===== src/rtl/axis_drain_pkg.sv =====
// Shared types and limits for the burst drainer: state encoding and the length clamp.
// No logic; no latency; no backpressure.
// Imported by the drainer top and its idle timer.
package axis_drain_pkg;

    typedef enum logic {
        ST_IDLE  = 1'b0,
        ST_BURST = 1'b1
    } drain_state_e;

    // Largest burst equals the upstream FIFO depth.
    localparam int unsigned DRAIN_MAX_BURST = 256;

    function automatic logic [31:0] clamp_len(input logic [31:0] len, input logic [31:0] limit);
        return (len > limit) ? limit : len;
    endfunction

endpackage


===== src/rtl/axis_drain_timer.sv =====
// Saturating idle timer; flags when it has reached cfg_timeout-1 (never when cfg_timeout is 0).
// Compare output is combinational from the timer register.
// No backpressure; the timer clears whenever run is low.
module axis_drain_timer
    import axis_drain_pkg::*;
#(
    parameter int TIMEOUT_WIDTH = 16
) (
    input  logic                     aclk,
    input  logic                     areset,
    input  logic                     run,
    input  logic [TIMEOUT_WIDTH-1:0] cfg_timeout,
    output logic                     expired
);

    logic [TIMEOUT_WIDTH-1:0] timer_q;
    logic [TIMEOUT_WIDTH-1:0] timer_d;

    always_comb begin
        timer_d = '0;
        if (run) begin
            timer_d = (timer_q == '1) ? timer_q : timer_q + TIMEOUT_WIDTH'(1);
        end
    end

    assign expired = (cfg_timeout != '0) && (timer_q == cfg_timeout - TIMEOUT_WIDTH'(1));

    always_ff @(posedge aclk) begin
        if (areset) begin
            timer_q <= '0;
        end else begin
            timer_q <= timer_d;
        end
    end

endmodule


===== src/rtl/axis_burst_drainer.sv =====
// Drains a stream FIFO in fixed-length packets with regenerated TLAST; flushes residue on idle timeout.
// Zero-latency pass-through during a burst; bursts start one cycle after the start condition.
// In a burst S_AXIS_TREADY follows M_AXIS_TREADY; in IDLE the drainer holds the FIFO off.
module axis_burst_drainer
    import axis_drain_pkg::*;
#(
    parameter int TDATA_WIDTH   = 128,
    parameter int MAX_BURST     = DRAIN_MAX_BURST,
    parameter int COUNT_WIDTH   = $clog2(MAX_BURST) + 1,
    parameter int TIMEOUT_WIDTH = 16
) (
    input  logic                     aclk,
    input  logic                     areset,
    input  logic [TDATA_WIDTH-1:0]   S_AXIS_TDATA,
    input  logic [TDATA_WIDTH/8-1:0] S_AXIS_TKEEP,
    input  logic                     S_AXIS_TLAST,
    input  logic                     S_AXIS_TVALID,
    output logic                     S_AXIS_TREADY,
    output logic [TDATA_WIDTH-1:0]   M_AXIS_TDATA,
    output logic [TDATA_WIDTH/8-1:0] M_AXIS_TKEEP,
    output logic                     M_AXIS_TLAST,
    output logic                     M_AXIS_TVALID,
    input  logic                     M_AXIS_TREADY,
    input  logic [31:0]              fifo_count,
    input  logic                     enable,
    input  logic [COUNT_WIDTH-1:0]   cfg_burst_len,
    input  logic [TIMEOUT_WIDTH-1:0] cfg_timeout,
    output logic                     busy,
    output logic [31:0]              bursts_sent,
    output logic [31:0]              flushes_sent
);

    drain_state_e           state_q, state_d;
    logic [COUNT_WIDTH-1:0] beats_left_q, beats_left_d;
    logic                   is_flush_q, is_flush_d;
    logic [31:0]            bursts_sent_q, bursts_sent_d;
    logic [31:0]            flushes_sent_q, flushes_sent_d;

    logic [COUNT_WIDTH-1:0] fifo_cnt;
    logic [COUNT_WIDTH-1:0] eff_len;
    logic [COUNT_WIDTH-1:0] flush_len;
    logic                   start_full;
    logic                   start_flush;
    logic                   timer_run;
    logic                   timer_expired;
    logic                   unused_ok;

    // TLAST from the FIFO is meaningless here; packet boundaries come from the beat counter.
    assign unused_ok = ^{S_AXIS_TLAST, fifo_count[31:COUNT_WIDTH]};

    assign fifo_cnt  = fifo_count[COUNT_WIDTH-1:0];
    assign eff_len   = COUNT_WIDTH'(clamp_len(32'(cfg_burst_len), 32'(MAX_BURST)));
    assign flush_len = COUNT_WIDTH'(clamp_len(32'(fifo_cnt), 32'(MAX_BURST)));

    assign start_full  = enable && (eff_len != '0) && (fifo_cnt >= eff_len);
    assign start_flush = enable && timer_expired && (fifo_cnt != '0);
    assign timer_run   = (state_q == ST_IDLE) && enable && (fifo_cnt != '0)
                         && !start_full && !start_flush;

    axis_drain_timer #(
        .TIMEOUT_WIDTH(TIMEOUT_WIDTH)
    ) u_timer (
        .aclk       (aclk),
        .areset     (areset),
        .run        (timer_run),
        .cfg_timeout(cfg_timeout),
        .expired    (timer_expired)
    );

    always_comb begin
        state_d        = state_q;
        beats_left_d   = beats_left_q;
        is_flush_d     = is_flush_q;
        bursts_sent_d  = bursts_sent_q;
        flushes_sent_d = flushes_sent_q;
        M_AXIS_TVALID  = 1'b0;
        S_AXIS_TREADY  = 1'b0;
        M_AXIS_TLAST   = 1'b0;
        case (state_q)
            ST_IDLE: begin
                if (start_full) begin
                    state_d      = ST_BURST;
                    beats_left_d = eff_len;
                    is_flush_d   = 1'b0;
                end else if (start_flush) begin
                    state_d      = ST_BURST;
                    beats_left_d = flush_len;
                    is_flush_d   = 1'b1;
                end
            end
            ST_BURST: begin
                M_AXIS_TVALID = S_AXIS_TVALID;
                S_AXIS_TREADY = M_AXIS_TREADY;
                M_AXIS_TLAST  = (beats_left_q == COUNT_WIDTH'(1));
                if (S_AXIS_TVALID && M_AXIS_TREADY) begin
                    beats_left_d = beats_left_q - COUNT_WIDTH'(1);
                    if (beats_left_q == COUNT_WIDTH'(1)) begin
                        state_d = ST_IDLE;
                        if (is_flush_q) begin
                            flushes_sent_d = flushes_sent_q + 32'd1;
                        end else begin
                            bursts_sent_d = bursts_sent_q + 32'd1;
                        end
                    end
                end
            end
            default: state_d = ST_IDLE;
        endcase
    end

    always_ff @(posedge aclk) begin
        if (areset) begin
            state_q        <= ST_IDLE;
            beats_left_q   <= '0;
            is_flush_q     <= 1'b0;
            bursts_sent_q  <= '0;
            flushes_sent_q <= '0;
        end else begin
            state_q        <= state_d;
            beats_left_q   <= beats_left_d;
            is_flush_q     <= is_flush_d;
            bursts_sent_q  <= bursts_sent_d;
            flushes_sent_q <= flushes_sent_d;
        end
    end

    assign M_AXIS_TDATA = S_AXIS_TDATA;
    assign M_AXIS_TKEEP = S_AXIS_TKEEP;
    assign busy         = (state_q == ST_BURST);
    assign bursts_sent  = bursts_sent_q;
    assign flushes_sent = flushes_sent_q;

endmodule

===== config.mk =====
export PLATFORM = sky130hd
export DESIGN_NAME = axis_burst_drainer
export DESIGN_NICKNAME = d
export VERILOG_FILES = /design/src/rtl/axis_drain_pkg.sv /design/src/rtl/axis_drain_timer.sv /design/src/rtl/axis_burst_drainer.sv
export SDC_FILE = /design/constraint.sdc
export NUM_CORES = 1
export LEC_CHECK = 0
export ABC_AREA = 1
export CAP_MARGIN = 5
export CORE_AREA = 2 2 164 166
export CTS_CLUSTER_DIAMETER = 80
export DETAILED_ROUTE_END_ITERATION = 12
export DIE_AREA = 0 0 166 168
export PLACE_DENSITY = 0.63
export SETUP_SLACK_MARGIN = 0.3
export SYNTH_ARGS = -nofsm -noshare
export SYNTH_HDL_FRONTEND = slang
export SYNTH_SLANG_ARGS = --single-unit

===== constraint.sdc =====
create_clock -name aclk -period 2.3 [get_ports aclk]
set_input_delay 0.23 -clock aclk [delete_from_list [all_inputs] [get_ports aclk]]
set_output_delay 0.23 -clock aclk [all_outputs]
set_load 0.01 [all_outputs]

## Word level (Yosys, flattened, before mapping)

Index checks and enable logic that the tools add are counted.
W data, S select, Z words.

- Bitwise operators: 3
- Equal/unequal tests: 5
- Mux-type cells: 16
- Magnitude comparators: 3
- Add/sub/neg operators: 5
- Reduce and logical (&&, ||, !) cells: 21

Operator list:

| operator | count |
|---|---|
| $add A32 B1 Y32 const B | 2 |
| $mux W9 | 5 |
| $gt A9 B9 Y1 const B | 2 |
| $pmux W9 S2 | 1 |
| $reduce_bool A9 Y1 | 2 |
| $add A16 B1 Y16 const B | 1 |
| $eq A16 B16 Y1 | 1 |
| $eq A16 B16 Y1 const B | 1 |
| $reduce_bool A16 Y1 | 1 |
| $sub A16 B1 Y16 const B | 1 |
| $logic_and A1 B1 Y1 | 10 |
| $eq A9 B1 Y1 const B | 1 |
| $ge A9 B9 Y1 | 1 |
| $mux W1 | 9 |
| $sub A9 B1 Y9 const B | 1 |
| $reduce_and A4 Y1 | 2 |
| $reduce_and A2 Y1 | 2 |
| $ne A3 B3 Y1 const B | 1 |
| $not A1 Y1 | 3 |
| $logic_not A1 Y1 | 2 |
| $ne A2 B1 Y1 const B | 1 |
| $pmux W1 S2 | 1 |
| $reduce_bool A2 Y1 | 1 |
| $reduce_or A2 Y1 | 1 |

- Flip-flop bits (word level): 91
- Word-level logic and storage cells: 59

## Longest topological paths before layout

- Depth in word-level cells: 10
- Mapped depth: 18
- Gate-level depth less buffers: 18

## Hierarchy

Synthesis repeated with hierarchy kept, for this count alone.

- Cells, all modules: 1216
- Area total of the unflattened synthesis: 7606.0 µm²

By module, submodules not included:

| module | area an instance (µm²) | cells an instance | instances | seq. area each (µm²) |
|---|---|---|---|---|
| axis_burst_drainer | 6069.6 | 955 | 1 | 1501.4 |
| axis_drain_timer | 1536.5 | 261 | 1 | 320.3 |

## Worst setup path before layout

Ideal clock, no wire load.

- Kind: input -> register
- From: in cfg_burst_len[4]
- To: reg beats_left_q[8]
- Setup time: 0.115 ns
- Arrival time: 2.288 ns
- Path slack: -0.103 ns
- Required time: 2.185 ns
- Buffers on the path: 1
- Stages: 15
- Path through: nor4_1 > nand3_1 > nand2_1 > nand2_1 > ha_1 > nand2_1 > nor3_1 > nand2_1 > o2111ai_2 > nand2_2 > buf_2 > nor2_1 > o21ai_0 > a21oi_1 > nor2_1

- Cells in the longest elaborated chain, start to end: 7
- Elaborated cells on any way between the ends: 10

Ends and longest elaborated chain:

| item | RTL line | text |
|---|---|---|
| start: declaration | axis_burst_drainer.sv:26 | `input logic [COUNT_WIDTH-1:0] cfg_burst_len,` |
| $gt A9 B9 Y1 | axis_drain_pkg.sv:15 | `return (len > limit) ? limit : len;` |
| $mux W9 (*) | axis_drain_pkg.sv:15 |  |
| branches (longest 5 deep; another with $ge A9 B9 Y1) | - |  |
| end signal: assignment | axis_burst_drainer.sv:120 | `beats_left_q <= beats_left_d;` |
| end: declaration | axis_burst_drainer.sv:34 | `logic [COUNT_WIDTH-1:0] beats_left_q, beats_left_d;` |

Mark *: on every way between the ends.
A chain may end at the register's enable or synchronous reset.

## Final worst setup path

- From: in cfg_burst_len[5]
- To: reg beats_left_q[3]

Same word-level chain as after synthesis.

==> run_results.csv <==
group,metric,value,unit
pwr,pwr-share-clk,38.0,%
yosys,syn-num-nets,1312,
floorplan,ios,419,
setup_path,cpMostUsedCell,"nand2_4",
timing,finalHoldViolCount,0,
floorplan,num_rows,60,
worst_hold_path,worst_hold_startpoint,"S_AXIS_TDATA[107]",
clock_network,clock_insertion_delay_worst_skew,0.35,ns
yosys,synthFlopType,"dfxtp_1",
clock_network,hold_buffers,0,
pwr,power.leakage,3.81,nW
timing,fin_crit,2.19,ns
setup_path,required,2.58,ns
timing,rsz0062_at_grt,"true",
final_layout,drive_above_1_share,26.7,%
yosys,synth_cell_types,48,
setup_path,crit_buf_inv,1,
pwr,seqPwrFrac,40.9,%
setup_path,endpoint_kind,"flop",
drt,routed_wirelength,21700,um
pwr,switchingPower,1.15,mW
clock_network,cts_root_buffer,"clkbuf_16",
yosys,ys_ff_latch,91,
yosys,netlist_instances,1090,
drt,vias_per_cell,4.69,
clock_network,clock_path_buffers,2,
final_layout,final_cell_mix,"nand2_1, inv_1, nor2_1",
timing,fin_skew,0.0118,ns
setup_path,crit_path_cell_trace,"buf_6 -> nor4_4 -> nand3_2 -> nand2_4 -> nand2_4 -> ha_4 -> nand2_4 -> nor3_4 -> nand2_2 -> o2111ai_4 -> nand2_4 -> nand2_8 -> nand2_4 -> nand3_1 -> nand2_1 -> nor2_1",
clock_network,h-tree-depth,3,
worst_hold_path,hold_path_depth,0,
drt,drt_first_pass_iters,7,
grt,grt_pass1_vias,6741,
timing,finalHoldWorstSlack,0.460,ns
setup_path,r2r_setup_slack,0.19,ns
outcome,status,"complete, no violations",
placement,place_congestion,0.867,
final_layout,final_common_cell,"nand2_1",
floorplan,die_area,0.0279,sq mm
timing,relSlewSlack,59.1,%
floorplan,fp.dieW,166,um
yosys,syn_area,0.00713,sq mm
clock_network,cts_tree,"done",
placement,port_buffers,106,
setup_path,reg2reg_to,"flushes_sent[23]",
setup_path,critical_path_peak_fanout,6,
yosys,async_reset_ff_share,0,%
grt,grt.total_usage,14.7,%
worst_hold_path,holdCritPathClass,"input port to output port",
timing,setup_violations,0,
yosys,syn_avg_cell_area,6.54,sq um
clock_network,cts_made_buffers,9,
yosys,yosysTopAreaCell,"dfxtp_1",
pwr,swShare,28.8,%
final_layout,design_area,0.00962,sq mm
drt,drc,0,
pwr,power_frac_comb,21.1,%
grt,grt_overflow,0,
setup_path,critical_path_class,"input port to flop",
yosys,synth.area.top_cells,"dfxtp_1, buf_4, nand2_1",
worst_hold_path,hold_end,"M_AXIS_TDATA[107]",
setup_path,reg2regPathDepth,13,
setup_path,cp_top_family,"simple AND/OR/NAND/NOR gates",
clock_network,clkSinkCount,91,
run,cap_violations,0,
final_layout,nets,1402,
yosys,synth_top_cell_area_share,25.6,%
placement,placed_area,0.00821,sq mm
timing,worst_pin_slew,0.608,ns
setup_path,slowest_stage,"o2111ai_4",
grt,antenna_found_initial,1,
timing,fmax,0.458,GHz
floorplan,die_h,168,um
pwr,vdd_drop_max,0.352,mV
drt,wl_per_cell,14.2,um
final_layout,area_growth,35.0,%
placement,detailed_place_hpwl,15800,um
yosys,ys_seq_area_share,25.6,%
drt,vias,7157,
grt,grt_pass1_wl,33700,um
setup_path,startpoint_type,"input port",
yosys,synth_edf_count,0,
setup_path,slowest_delay,0.29,ns
drt,drt-initial-drc-count,408,
floorplan,start_util,27.1,%
pwr,p_int,2.83,mW
drt,drtAntennaViolNets,0,
setup_path,crit_arrival,2.47,ns
setup_path,reg2reg_from,"beats_left_q[1]",
clock_network,path_clk_slew,0.06,ns
floorplan,core_region_area,0.0264,sq mm
grt,grt_max_degree,32,
pwr,power_density,413,mW/mm^2
timing,drv_slew,0,
timing,finalCritPeriodShare,95.0,%
yosys,yosysWarnings,0,
-- how the worst max path moves through the flow --
stage	from	end	slack [ns]	cells after the start
2_1_floorplan	cfg_burst_len[4]	beats_left_q[1]	-0.006	15
3_3_place_gp	cfg_burst_len[4]	beats_left_q[6]	-0.59	15
3_5_place_dp	cfg_burst_len[4]	beats_left_q[4]	-0.66	15
4_1_cts	cfg_burst_len[6]	beats_left_q[7]	0.09	16
5_1_grt	cfg_burst_len[5]	beats_left_q[6]	-0.04	17
6_report	cfg_burst_len[5]	beats_left_q[3]	0.11	16
-- cells by family after synthesis --
logic type	Yosys count	share of synthesized area, %
compound gates	134	9.99
xor+xnor	37	4.74
fa+ha+maj	15	2.63
buf+inv	297	23.6
flops	91	25.6
simple gates	516	33.5
-- metal layers --
layer / vias up / part of all wire, % / wire, um / track usage (%)
met5: - / 0 / 0 / 0
met4: 0 / 4.6 / 997 / 9.07
met3: 99 / 4.5 / 977 / 2.02
met2: 212 / 49 / 10500 / 25.4
met1: 3278 / 42 / 9170 / 17.3
li1: 3568 / - / - / -
-- power by group through the flow --
stage | combinational, mW | sequential [mW] | clock [mW]
floorplan | 0.638 | 1.65 | 0
global placement | 0.625 | 1.66 | 0
detailed placement | 0.631 | 1.66 | 0
CTS | 0.767 | 1.62 | 1.56
global route | 0.919 | 1.63 | 1.60
finish | 0.836 | 1.63 | 1.51
-- stage by stage --
stage / TNS, ns / setup slack (ns) / power, mW / utilization [%] / instances
floorplan: -0.0491 / -0.00571 / 2.29 / - / 1090
global placement: -17.25 / -0.591 / 2.28 / 31.2 / 1467
detailed placement: -19.22 / -0.663 / 2.29 / 31.2 / 1467
CTS: 0 / 0.0875 / 3.95 / 34.5 / 1516
global route: -0.0784 / -0.0366 / 4.15 / 36.5 / 1527
finish: 0 / 0.115 / 3.97 / 36.5 / 1527
-- layout make-up --
class,count,area (sq um)
multi-input combinational,706,4390
antenna,1,2.50
inverter,138,533
timing repair buffer,234,2150
clock buffer,11,233
fill,2687,16700
clock inverter,5,61.3
tap,341,427
sequential,91,1830
-- registers in the layout, summed over array words and instances, names as in the netlist --
register         flops
bursts_sent         32
busy                 1
u_timer.timer_q     16
flushes_sent        32
is_flush_q           1
beats_left_q         9
-- synth_stat cells (all sizes together), types with 2 or more instances --
cell	number
o21a	3
nor2	139
buf	149
nand3b	2
nor3b	5
ha	15
a31oi	3
o21bai	3
nand2	213
nor4	13
dfxtp	91
inv	138
xnor2	13
nand4	22
nand3	73
a21oi	76
o21ai	45
clkbuf	10
nor3	47
xor2	23
-- repair_timing --
item | in CTS | in global routing
resized for setup | 112 | 132
pin swaps | 42 | 45
setup endpoints to repair | 62 | 71
hold endpoints to repair | 0 | 0
buffers inserted | 28 | 10
gates cloned | 5 | 0
No activity file was read; power rests on OpenSTA's default activity.
==> RTL edit 1: new RTL, config.mk and constraints unchanged <==
Change the parameter `TDATA_WIDTH` from 128 to 124.
--- a/src/rtl/axis_burst_drainer.sv
+++ b/src/rtl/axis_burst_drainer.sv
@@ -6,3 +6,3 @@
 #(
-    parameter int TDATA_WIDTH   = 128,
+    parameter int TDATA_WIDTH   = 124,
     parameter int MAX_BURST     = DRAIN_MAX_BURST,
Ports: changed (resized M_AXIS_TDATA, M_AXIS_TKEEP, S_AXIS_TDATA and S_AXIS_TKEEP); port bits go from 419 to 409. The function was not compared with the original's and may differ.
==> RTL edit 1 against the original RTL <==
Design area hardly changed. Combinational power is 1% lower. Sequential cell count stayed put. Total power is 1.3% higher. Synthesized cell count is 0.46% lower. Synthesized area is 0.53% lower. Routed wire length is 3.2% lower. Worst setup slack worse by 0.028 ns.
==> RTL edit 1: results (changes against the original RTL) <==
The clock tree root driver cell was sky130_fd_sc_hd__clkbuf_16. The multiplexer share of the synthesized area is 0 (unchanged). The final weighted congestion of routability-driven global placement was 0.8723 (+0.60%). The logs give 1,302 (-0.76%) for the synthesized net count and 8252 um2 (+0.46%) for the post-placement cell area.

The static leakage is 3.807 nW (-0.19%). For the global-route wire length before repair, the log shows 33,780 um (+0.16%). The worst setup skew after layout is 0.008922 ns (-0.002868 ns), and the number of fill cells is 2,730 (+1.6%). The fraction of layout instances using a drive strength above 1 was 0.2724 (+0.005756). The clock insertion delay at the later pin of the skew report was 0.35 ns (about the same); the number of antenna violations at the first check in global routing was 1 (unchanged).

Ranked by instance count, the synthesized netlist is headed by sky130_fd_sc_hd__nand2_1 (207), sky130_fd_sc_hd__buf_4 (139), sky130_fd_sc_hd__inv_1 (134). The delay of the slowest cell on the worst path was 0.27 ns (-0.02 ns); the placement-stage worst setup slack was -0.6854 ns (-0.02258 ns). The run gives 4393 um2 (about the same) as the area taken by multi-input logic gates. Peak fanout along the critical path: 7 (+1). At the worst endpoint, the arrival time is 2.46 ns.

The vias per cell came out at 4.620 (-1.4%). The global-route track usage on met2 is 0.2609 (+0.007216), and the number of input and output port buffers inserted is 106 (unchanged). For the first-pass iteration count of the detailed router, the log shows 7 (unchanged). The tools report the post-DP HPWL as 15,410 um (-2.3%). The top cell family by delay on the critical path is simple AND/OR/NAND/NOR gates.

For the count of routing violations after the opening detailed-route iteration, the log shows 422 (+3.4%). The via count of the first global-routing pass was 6,971 (+3.4%); the number of warnings reported in the yosys synthesis log was 0 (unchanged). Share of flip-flops with an asynchronous set or reset after synthesis: 0 (unchanged).

The standard cell with the maximum stage delay on the critical path is sky130_fd_sc_hd__nor4_4. The final wirelength was 20,960 um (-3.2%). The largest net degree at the start of global routing was 25 (-22%).

Sequential element share of the synthesized area: 0.2569 (+0.001352). For the met3 track utilization from global routing, the log shows 0.01928 (-0.0009403). The run gives 0.1725 (-0.0002686) as the met1 usage. The flow ran to the end, and the final reports show no timing, DRC or antenna violations. For the maximum level of the CTS H-tree, the log shows 3 (unchanged). The worst supply voltage drop on vdd was 0.0003329 V (-5.3%); the parity-gate share of the synthesized area counting xor and xnor cells was 0.04764 (+0.0002508). The clock slew at the register clock pins of the worst setup and hold paths was 0.07 ns. The clock buffer count from CTS is 9 (unchanged). By area the synthesized netlist is led by sky130_fd_sc_hd__dfxtp_1 (26%), sky130_fd_sc_hd__buf_4 (15%), sky130_fd_sc_hd__nand2_1 (11%). The aggregate negative setup slack was 0 ns (unchanged); the transition time at the pin with the least slew margin was 0.7240 ns (+0.1160 ns). The cell row count was 60 (unchanged). The most used flip-flop cell after synthesis is sky130_fd_sc_hd__dfxtp_1. In this run the worst hold path is classified as in2out.

The synthesized-area fraction occupied by ao, oa, aoi and oai cells came out at 0.1004 (+0.0005285). The global-route usage over all layers was 0.1459 (-0.0009388); the number of nets in the layout was 1,405 (+0.21%). Number of distinct library cells after synthesis: 48 (unchanged). The tools report the largest buffer count on any clock path as 2 (unchanged).

The post-synthesis adder-cell area fraction works out to 0.02646 (+0.0001393).
-- RTL edit 1: final timing paths --
| path | startpoint | cells past startpoint | end | slack (ns) |
|---|---|---|---|---|
| worst min register to register | flushes_sent[31] | 2 | flushes_sent[31] | 0.47 |
| worst min-delay path | S_AXIS_TDATA[104] | 0 | M_AXIS_TDATA[104] | 0.46 |
| worst max-delay path | cfg_burst_len[5] | 16 | busy | 0.09 |
| worst max register to register | beats_left_q[1] | 15 | bursts_sent[30] | 0.15 |
-- RTL edit 1: metrics by stage --
| step | instances | power [mW] |
|---|---|---|
| after floorplan | 1085 | 2.284 |
| after global placement | 1472 | 2.284 |
| after detailed placement | 1472 | 2.293 |
| after CTS | 1522 | 3.988 |
| after global routing | 1535 | 4.206 |
| final | 1535 | 4.021 |
-- RTL edit 1: area by class of cell --
| class | instances | share of cell area |
|---|---|---|
| inverters | 138 | 0.05585 |
| well taps | 341 | 0.04429 |
| repair buffers | 241 | 0.2216 |
| flip-flops and latches | 91 | 0.1896 |
| clock buffers | 10 | 0.02481 |
| clock inverters | 6 | 0.007533 |
| diodes | 1 | 0.0002598 |
| multi-input cells | 707 | 0.4560 |
-- RTL edit 1: routing by layer --
metal	routed length, um	vias up
li1	-	3588
met3	1106	80
met2	10380	206
met1	8689	3218
met4	786	0
met5	0	-
-- RTL edit 1: power by group --
part,switching [mW],internal (mW),total [mW]
clock,0.682,0.884,1.57
combinational,0.462,0.366,0.828
sequential,0.0247,1.60,1.63
total,1.17,2.85,4.02
-- RTL edit 1: what timing repair did --
action                     CTS  global route
pin swaps                   59            51
gates cloned                 5             0
setup endpoints to repair   62            83
setup buffers               29            12
resized for setup          146            99
==> RTL edit 2: new RTL, config.mk and constraints unchanged <==
Made on the original files. Reset style: asynchronous (`areset`), changed in 2 clocked blocks.
--- a/src/rtl/axis_drain_timer.sv
+++ b/src/rtl/axis_drain_timer.sv
@@ -27,3 +27,3 @@
 
-    always_ff @(posedge aclk) begin
+    always_ff @(posedge aclk or posedge areset) begin
         if (areset) begin
--- a/src/rtl/axis_burst_drainer.sv
+++ b/src/rtl/axis_burst_drainer.sv
@@ -110,3 +110,3 @@
 
-    always_ff @(posedge aclk) begin
+    always_ff @(posedge aclk or posedge areset) begin
         if (areset) begin
Behaviour: differs if areset is asserted again (counterexample within 4 cycles, from zero or initial values and one cycle with areset high); with areset held inactive, the same outputs for 4 cycles.
==> RTL edit 2 against the original RTL <==
Design area fell by 3.3%. Worst setup slack better by 0.079 ns. Sequential power rose by 13%. Sequential cell count stayed put. Count of clock-buffer cells in the layout is 2 lower. Final cell count decreased by 11%. Total power is 25% higher. Routed wire length is 10% lower. Synthesized area decreased by 1.1%. Critical path type is now reg2reg.
==> RTL edit 2: results (changes against the original RTL) <==
The run gives 0.8775 (+1.2%) as the final weighted congestion of routability-driven global placement. For this design, the slowest cell found on the critical path is sky130_fd_sc_hd__dfrtp_1. The fraction of post-synthesis cell area in the top cell type by area is 0.3230 (+0.06751). The clock buffer count from CTS was 9 (unchanged); the final wirelength was 19,460 um (-10%). The share of flip-flops with an asynchronous set or reset after synthesis came out at 1.000 (+1.000).

The global-route usage over all layers is 0.1339 (-0.01299). The run gives 1,231 (-12%) as the number of nets in the layout. The run gives 92 (+190%) as the largest net degree at the start of global routing.

The number of diodes was 0 (-1). The worst setup skew after layout is 0.01603 ns (+0.004238 ns). Average footprint of a synthesized cell: 7.613 um2 (+16%). The minimum hold slack was 0.4013 ns (-0.05867 ns); the number of antenna violations at the first check in global routing was 0 (-1).

The run gives 283 (-31%) as the count of routing violations after the opening detailed-route iteration. The classification of the worst-slack hold path is in2async. The delay of the slowest cell on the worst path works out to 0.43 ns (+0.14 ns).

The count of vias placed by the detailed router came out at 6,214 (-13%). For the post-placement cell area, the log shows 7921 um2 (-3.6%). The static leakage is 4.464 nW (+17%), and the global-route wire length before repair is 30,710 um (-8.9%).

The vias per cell is 4.589 (-2.1%). Arrival time at the worst endpoint: 2.34 ns (-0.13 ns). The fraction of layout instances using a drive strength above 1 is 0.2685 (+0.001843), and the maximum level of the CTS H-tree is 3 (unchanged).

Peak fanout along the critical path: 3 (-3). The number of distinct library cells after synthesis came out at 40 (-17%). The run finished with clean final reports. The sequential element share of the synthesized area is 0.3230 (+0.06751). The logs give 13,710 um (-13%) for the post-DP HPWL and 4 (-3) for the first-pass iteration count of the detailed router.

By count the netlist is led by sky130_fd_sc_hd__nand2_1 (183), sky130_fd_sc_hd__buf_4 (145), sky130_fd_sc_hd__nor2_1 (112). The worst supply voltage drop on vdd was 0.0003590 V (+2.1%); the synthesized net count was 1,149 (-12%). The aggregate negative setup slack was 0 ns (unchanged); the placed cell count was 1,284 (-12%).

The via count of the first global-routing pass came out at 6,287 (-6.7%). Max-slew headroom at the worst pin: 0.6345 (+0.04325). Clock slew at the register clock pins of the worst setup and hold paths: 0.08 ns (+0.02 ns). The number of fill cells was 2,684 (-0.11%). By area the synthesized netlist is led by sky130_fd_sc_hd__dfrtp_1 (32%), sky130_fd_sc_hd__buf_4 (15%), sky130_fd_sc_hd__nand2_1 (9.7%).

The most used flip-flop cell after synthesis is sky130_fd_sc_hd__dfrtp_1.
==> RTL edit 2: area by class of cell <==
type	count	area, um2	share of cell area
repair inverters	1	7.507	0.0008066
inverters	81	310.3	0.03334
repair buffers	221	2071	0.2225
well taps	341	426.7	0.04584
multi-input cells	603	3864	0.4151
clock inverters	7	122.6	0.01317
flip-flops and latches	91	2281	0.2451
clock buffers	9	225.2	0.02420
==> RTL edit 2: worst reg2reg max path, stage by stage (launching register included) <==
cell and delay (ns):
sky130_fd_sc_hd__dfrtp_1 0.43, sky130_fd_sc_hd__nor2_4 0.14, sky130_fd_sc_hd__inv_2 0.06, sky130_fd_sc_hd__nor2_4 0.13, sky130_fd_sc_hd__nand3_4 0.12, sky130_fd_sc_hd__buf_6 0.15, sky130_fd_sc_hd__nor3_4 0.24, sky130_fd_sc_hd__nand2_2 0.12
sky130_fd_sc_hd__nor2_2 0.14, sky130_fd_sc_hd__nand4_1 0.16, sky130_fd_sc_hd__buf_4 0.18, sky130_fd_sc_hd__xor2_1 0.13
==> RTL edit 2: power breakdown <==
| part | internal, mW | switching (mW) |
|---|---|---|
| combinational | 0.678 | 0.693 |
| sequential | 1.71 | 0.142 |
| clock | 1.07 | 0.665 |
==> RTL edit 2: logic make-up after synthesis <==
family / share of synthesized area
fa+ha+maj: 0.02840
xor+xnor: 0.1006
buf+inv: 0.2013
mux: 0.01278
compound gates: 0.03160
flops: 0.3230
simple gates: 0.3023
==> RTL edit 2: worst paths after layout <==
| path | start | slack, ns | end | depth (start not counted) |
|---|---|---|---|---|
| min reg2reg | bursts_sent[12] | 0.50 | bursts_sent[12] | 1 |
| min in group aclk | fifo_count[3] | 0.45 | beats_left_q[3] | 7 |
| min | areset | 0.40 | bursts_sent[20] | 3 |
| max | beats_left_q[5] | 0.19 | flushes_sent[22] | 11 |
| max reg2reg | beats_left_q[5] | 0.19 | flushes_sent[22] | 11 |
| max in group asynchronous | areset | 1.53 | beats_left_q[4] | 3 |
==> RTL edit 2: per-stage QoR <==
stage	util	worst slack [ns]
global placement	0.3006	-0.1479
floorplan	-	0.3027
CTS	0.3277	0.1891
finish	0.3532	0.1939
detailed placement	0.3006	-0.1996
global route	0.3532	0.04776
==> RTL edit 2: layer usage <==
metal,vias up,wire length (um),global-route usage
met3,95,1018,0.02821
li1,3003,-,-
met2,184,9069,0.2158
met1,2932,8502,0.1650
met4,0,869,0.08091
met5,-,0,0
==> RTL edit 2: what timing repair did <==
item | in CTS | in global routing
setup endpoints to repair | 55 | 73
pin swaps | 18 | 66
gates resized for setup | 40 | 121
cloned | 2 | 2
buffers inserted | 26 | 24
